==> config.mk <==
export PLATFORM = sky130hd
export DESIGN_NAME = alu_ctrl_seq
export DESIGN_NICKNAME = d
export VERILOG_FILES = /design/src/rtl/alu_ctrl_seq.sv
export SDC_FILE = /design/constraint.sdc
export NUM_CORES = 1
export LEC_CHECK = 0
export BUFFER_PORTS_ARGS = -buffer_cell sky130_fd_sc_hd__clkbuf_2
export CORE_AREA = 8 8 150 152
export DETAILED_ROUTE_END_ITERATION = 8
export DIE_AREA = 0 0 158 160
export GPL_TIMING_DRIVEN = 0
export PLACE_DENSITY = 0.78
export SETUP_SLACK_MARGIN = 0.1
export SLEW_MARGIN = 20
export SYNTH_ARGS = -nofsm -noshare
export SYNTH_HDL_FRONTEND = slang
export SYNTH_SLANG_ARGS = --single-unit
==> constraint.sdc <==
create_clock -name clk_i -period 1.8 [get_ports clk_i]
set_input_delay 0.09 -clock clk_i [delete_from_list [all_inputs] [get_ports clk_i]]
set_output_delay 0.09 -clock clk_i [all_outputs]
set_load 0.03 [all_outputs]
==> src/rtl/alu_ctrl_seq.sv <==
// Execute-stage sequencer for the 64-bit ALU: decodes one op per handshake and synthesises SLT/SLTU.
// SLT/SLTU use a SUB pass plus a sign-fix cycle. Define ALU_CTRL_PERF_EN to add the perf_count_o handshake counter.
module alu_ctrl_seq #(
  parameter int XLEN   = 64,
  parameter int CTRL_W = 4
) (
  input  logic              clk_i,
  input  logic              rst_i,
  input  logic              in_valid_i,
  output logic              in_ready_o,
  input  logic [1:0]        aluop_i,
  input  logic [2:0]        funct3_i,
  input  logic              funct7b5_i,
  input  logic [XLEN-1:0]   rs1_i,
  input  logic [XLEN-1:0]   rs2_i,
  output logic [CTRL_W-1:0] ctrl_signal_o,
  output logic [XLEN-1:0]   op1_o,
  output logic [XLEN-1:0]   op2_o,
  input  logic [XLEN-1:0]   alu_result_i,
  output logic              res_valid_o,
  input  logic              res_ready_i,
  output logic [XLEN-1:0]   result_o,
  output logic              illegal_o
`ifdef ALU_CTRL_PERF_EN
  ,
  output logic [31:0]       perf_count_o
`endif
);

  localparam logic [CTRL_W-1:0] CTRL_AND = CTRL_W'(4'b0000);
  localparam logic [CTRL_W-1:0] CTRL_OR  = CTRL_W'(4'b0001);
  localparam logic [CTRL_W-1:0] CTRL_ADD = CTRL_W'(4'b0010);
  localparam logic [CTRL_W-1:0] CTRL_SUB = CTRL_W'(4'b0110);

  typedef enum logic [1:0] {IDLE, EXEC, FIX, DONE} state_t;
  typedef enum logic [1:0] {K_PLAIN, K_SLT, K_SLTU, K_ILL} kind_t;

  state_t            state_q, state_d;
  kind_t             kind_q, dec_kind;
  logic [CTRL_W-1:0] ctrl_q, dec_ctrl;
  logic [XLEN-1:0]   op1_q, op2_q, result_q;
  logic              illegal_q;
  logic              sign_differs, fix_bit;

  // NOTE: every variable gets a default before the case so no path leaves it unassigned (no latch).
  always_comb begin
    dec_ctrl = CTRL_ADD;
    dec_kind = K_PLAIN;
    case (aluop_i)
      2'b00: dec_ctrl = CTRL_ADD;
      2'b01: dec_ctrl = CTRL_SUB;
      2'b10: begin
        case (funct3_i)
          3'b000: dec_ctrl = funct7b5_i ? CTRL_SUB : CTRL_ADD;
          3'b111: dec_ctrl = CTRL_AND;
          3'b110: dec_ctrl = CTRL_OR;
          3'b010: begin dec_ctrl = CTRL_SUB; dec_kind = K_SLT;  end
          3'b011: begin dec_ctrl = CTRL_SUB; dec_kind = K_SLTU; end
          default: dec_kind = K_ILL;
        endcase
      end
      default: dec_kind = K_ILL;
    endcase
  end

  always_comb begin
    state_d = state_q;
    case (state_q)
      IDLE: if (in_valid_i) state_d = EXEC;
      EXEC: state_d = (kind_q == K_SLT || kind_q == K_SLTU) ? FIX : DONE;
      FIX:  state_d = DONE;
      DONE: if (res_ready_i) state_d = IDLE;
      default: state_d = IDLE;
    endcase
  end

  // When operand signs differ the subtraction may overflow, so the answer follows from the signs alone.
  assign sign_differs = op1_q[XLEN-1] ^ op2_q[XLEN-1];
  always_comb begin
    fix_bit = result_q[XLEN-1];
    if (sign_differs) fix_bit = (kind_q == K_SLT) ? op1_q[XLEN-1] : op2_q[XLEN-1];
  end

  // NOTE: sequential state uses non-blocking assignments so every register samples pre-edge values.
  always_ff @(posedge clk_i) begin
    if (rst_i) begin
      state_q   <= IDLE;
      kind_q    <= K_PLAIN;
      ctrl_q    <= CTRL_AND;
      op1_q     <= '0;
      op2_q     <= '0;
      result_q  <= '0;
      illegal_q <= 1'b0;
    end else begin
      state_q <= state_d;
      case (state_q)
        IDLE: begin
          if (in_valid_i) begin
            op1_q  <= rs1_i;
            op2_q  <= rs2_i;
            ctrl_q <= dec_ctrl;
            kind_q <= dec_kind;
          end
        end
        EXEC: begin
          result_q  <= (kind_q == K_ILL) ? '0 : alu_result_i;
          illegal_q <= (kind_q == K_ILL);
        end
        FIX: result_q <= {{(XLEN-1){1'b0}}, fix_bit};
        default: ;
      endcase
    end
  end

`ifdef ALU_CTRL_PERF_EN
  logic [31:0] perf_q;
  always_ff @(posedge clk_i) begin
    if (rst_i) perf_q <= '0;
    else if (state_q == DONE && res_ready_i) perf_q <= perf_q + 32'd1;
  end
  assign perf_count_o = perf_q;
`endif

  assign in_ready_o    = (state_q == IDLE);
  assign res_valid_o   = (state_q == DONE);
  assign ctrl_signal_o = ctrl_q;
  assign op1_o         = op1_q;
  assign op2_o         = op2_q;
  assign result_o      = result_q;
  assign illegal_o     = illegal_q;

endmodule

==> results.txt <==
----------------------------------------------------
[Drt]
  Number of iterations in the first detailed-routing pass ... 5
  Via density per instance ... ~4.9
  DR iter-0 viols ... between 500 and 600
  Remaining antenna violation count after routing ... 0
  Detailed-route via count ... 8,749
  Routed length per instance ... about 18 µm
  Routed WL ... around 32 mm
  Number of remaining DRC errors ... 0

[Floorplanning]
  Die width ... 158 µm
  Placeable Area ... roughly 0.020 mm²
  Area enclosed by the die boundary ... between 0.02 and 0.03 mm²
  Initial cell density of the core ... a little over a third
  Std-Cell Rows ... 52
  Top Ports ... ~400
  Die Y-Extent ... 160 µm

[Synthesis]
  #FFs+latches synth ... 200
  Post-Synthesis Mean Instance Area ... just over 8 µm²
  Most frequent cell after synthesis ... sky130_fd_sc_hd__nand2_1
  Number of enable-type register cells in the synthesized netlist ... 0
  Total standard cell area after synthesis ... 0.00732 mm²
  Area share of the largest cell type after synthesis ... 54.7%
  Most area-consuming cells after synthesis ... sky130_fd_sc_hd__dfxtp_1 55%, sky130_fd_sc_hd__nand2_1 13%, sky130_fd_sc_hd__a21oi_1 13%, sky130_fd_sc_hd__nor2b_1 5.4%, sky130_fd_sc_hd__nor2_1 3.6%
  Register area share after synthesis ... a little over half
  Cell variety after synth ... 35
  Warnings from Yosys ... 0
  Synth async-reset ratio ... 0%
  Top cells by instance count after synthesis ... 258 x sky130_fd_sc_hd__nand2_1, 200 x sky130_fd_sc_hd__dfxtp_1, 193 x sky130_fd_sc_hd__a21oi_1, 71 x sky130_fd_sc_hd__nor2_1, 63 x sky130_fd_sc_hd__nor2b_1
  Most area-hungry cell type in the Yosys netlist ... sky130_fd_sc_hd__dfxtp_1
  Post-synth net total ... approximately 1,100
  Commonest register cell after synthesis ... sky130_fd_sc_hd__dfxtp_1
  Instance count of the mapped netlist ... approximately 900

[Clock tree]
  Clock latency on the worst-skew pair ... around 0.42 ns
  Clock tree root buffer cell ... sky130_fd_sc_hd__clkbuf_16
  Maximum clock insertion buffer count ... 2
  CTS Buf Count ... 17
  CTS tree ... yes
  Post-CTS clock slew at the launch and capture registers of the worst setup and hold paths ... about 0.08 ns
  CTS H-tree depth ... 4
  Clk sink count ... 200

[Placement]
  Routability congestion estimate ... 0.851
  Buffers on Ports ... about 400
  Placed standard-cell area ... ~0.0096 mm²
  Sum of net half-perimeters after detailed placement ... ~21 mm

[Worst hold path]
  Worst hold-check path type ... primary input to flip-flop

[Setup path]
  Cell type of the slowest stage on the worst timing path ... sky130_fd_sc_hd__dfxtp_2
  Arrival time worst endpoint ... 1.92 ns
  Critical path endpoint category ... flip-flop
  Critical path launch point type ... flip-flop
  Critical path start-end classification ... flip-flop to flip-flop
  Crit-path max cell delay ... approximately 0.34 ns
  Required @ worst endpoint ... ~2.1 ns
  Cell Chain, Critical Path ... inv_2 > ha_2 > nor2_1 > and2_1 > buf_4 > buf_4 > a21oi_1 > nor2_1
  Reg2reg setup slack ... between 0.15 and 0.2 ns
  Maximum net fanout on the critical path ... 10

[STA]
  Final worst hold slack ... 0.0333 ns
  Endpoints failing setup ... 0
  Tightest slew margin relative to the limit ... 51.8%
  Post-Route Skew ... roughly 0.013 ns
  Max-slew violation count ... 0
  Number of endpoints with negative hold slack in the final report ... 0
  Final worst path period need ... between 1.5 and 2 ns
  Final Cycle Share ... just over 90%
  Highest clock rate ... 612 MHz
  Setup TNS ... 0 ns
  Transition time at the pin with the least slew margin ... around 0.72 ns
  Setup repair after global routing missed its margin ... yes

[Global routing]
  Met3 demand-to-capacity share in global routing ... 7.48%
  Maximum number of pins on one net before global-route repair ... 19
  Global routing usage summed across all routing layers ... approximately a quarter
  Wire length of the first global-routing pass ... between 40 and 50 mm
  Number of antenna violations at the first check in global routing ... 8
  Met1 Track Usage GR ... 25.5%
  GR Overflow Total ... 0
  Number of global-route vias before repair ... 9,111
  Busiest metal layer after global routing ... met2
  Met2 demand-to-capacity share in global routing ... between 40% and 50%

[Finish]
  Storage cell area ... roughly 0.0040 mm²
  Signed area change from the synthesized netlist to the final layout ... 67.1%
  Share of post-route cells with drive strength above 1 ... a little under a third
  Fillcell total ... between 1,500 and 2,000
  Multi-input gate area in the final layout ... roughly 0.0029 mm²
  Final-stage net count ... around 1,700
  Final instance area ... ~0.012 mm²

[Pwr]
  Leakage ... about 5.7 nW
  Worst voltage drop across the vdd grid ... just over 0.9 mV
  Total power after layout ... between 15 and 20 mW
  Pwr dens ... approximately 1500 mW/mm²

[Run]
  Max-Cap Viols ... 0

[Status]
  Status ... finished, final reports clean

----------------------------------------------------
[registers in the layout (all words and copies together), names as in the netlist]
signal and cells:
ctrl_signal_o 3, illegal_o 1, kind_q 2, op1_o 64
op2_o 64, result_o 64, state_q 2
[stage by stage]
stage | cells | util [%] | worst slack (ns)
after floorplan | 898 | - | 0.185
after global placement | 1566 | 48.1 | -0.104
after detailed placement | 1566 | 48.1 | -0.138
after CTS | 1787 | 60.7 | 0.107
after global routing | 1796 | 61.0 | 0.0776
final | 1797 | 61.0 | 0.167
[layer usage]
metal | vias to the layer above | share of wire, %
li1 | 4125 | -
met1 | 3995 | 37
met2 | 482 | 48
met3 | 147 | 9.1
met4 | 0 | 6.1
met5 | - | 0
[cells in the final DEF (no fill, tap or decap), types with 2 or more instances in the layout]
master and instances:
sky130_fd_sc_hd__clkbuf_2 402, sky130_fd_sc_hd__nand2_1 258, sky130_fd_sc_hd__dfxtp_1 198, sky130_fd_sc_hd__a21oi_1 191, sky130_fd_sc_hd__dlygate4sd3_1 191, sky130_fd_sc_hd__nor2_1 71
sky130_fd_sc_hd__nor2b_1 63, sky130_fd_sc_hd__clkbuf_1 26, sky130_fd_sc_hd__clkbuf_16 17, sky130_fd_sc_hd__buf_4 13, sky130_fd_sc_hd__diode_2 10, sky130_fd_sc_hd__buf_6 10
sky130_fd_sc_hd__inv_1 9, sky130_fd_sc_hd__buf_2 8, sky130_fd_sc_hd__ha_1 7, sky130_fd_sc_hd__clkinv_4 5, sky130_fd_sc_hd__clkbuf_4 4, sky130_fd_sc_hd__a31oi_1 3
sky130_fd_sc_hd__inv_8 3, sky130_fd_sc_hd__and2_1 2, sky130_fd_sc_hd__a21oi_2 2, sky130_fd_sc_hd__nor3_1 2, sky130_fd_sc_hd__a211oi_1 2, sky130_fd_sc_hd__mux2i_1 2
sky130_fd_sc_hd__clkinvlp_4 2, sky130_fd_sc_hd__dfxtp_2 2
[what timing repair did]
item	4_1_cts	5_1_grt
pin swaps	0	0
endpoints found under the setup margin	174	186
hold buffers	191	0
setup buffers	0	0
resized for setup	14	25
hold endpoints to repair	191	0
[cell families (layout without fill, tap and decap cells)]
group,after synthesis,count (layout),share of synthesized area [%]
other,1,11,0.0513
muxes,2,2,0.274
AOI/OAI and AO/OA,207,207,14.6
adders and majority gates,9,9,1.54
and+or+nand+nor,401,401,23.1
DFF,200,200,54.7
xor gates and xnor gates,2,2,0.239
buffers and inverters,76,695,5.47
[path summary, 6_finish.rpt]
path               startpoint          endpoint  depth (start not counted)
setup / recovery   state_q[0]      result_o[18]                          8
hold / removal    funct3_i[0]  ctrl_signal_o[0]                          4
setup reg to reg   state_q[0]      result_o[18]                          8
hold reg to reg     op1_o[54]         op1_o[54]                          2
[worst max-delay path: cells and delay by family (launching register included)]
family | cells | cell delay [ns]
AO/OA/AOI/OAI | 1 | 0.19
adder cells (fa/ha/maj) | 1 | 0.22
buffers and inverters | 3 | 0.46
flip-flops | 1 | 0.34
AND/OR/NAND/NOR | 3 | 0.29
[power breakdown]
group / internal (mW) / switching (mW) / total (mW) / leakage (nW)
clock network: 1.85 / 1.79 / 3.64 / 0.267
logic: 2.77 / 5.71 / 8.47 / 3.80
registers: 5.64 / 0.696 / 6.34 / 1.64
total: 10.3 / 8.19 / 18.5 / 5.71
[final cells by class]
cell class	count	area share, %
inverters	10	0.307
multi-input cells	622	24.1
clock inverters	12	0.962
well taps	270	2.76
plain buffers	66	3.42
flip-flops and latches	200	32.8
diodes	10	0.205
repair buffers	589	31.9
clock buffers	18	3.59
(Power assumes the default switching activity.)
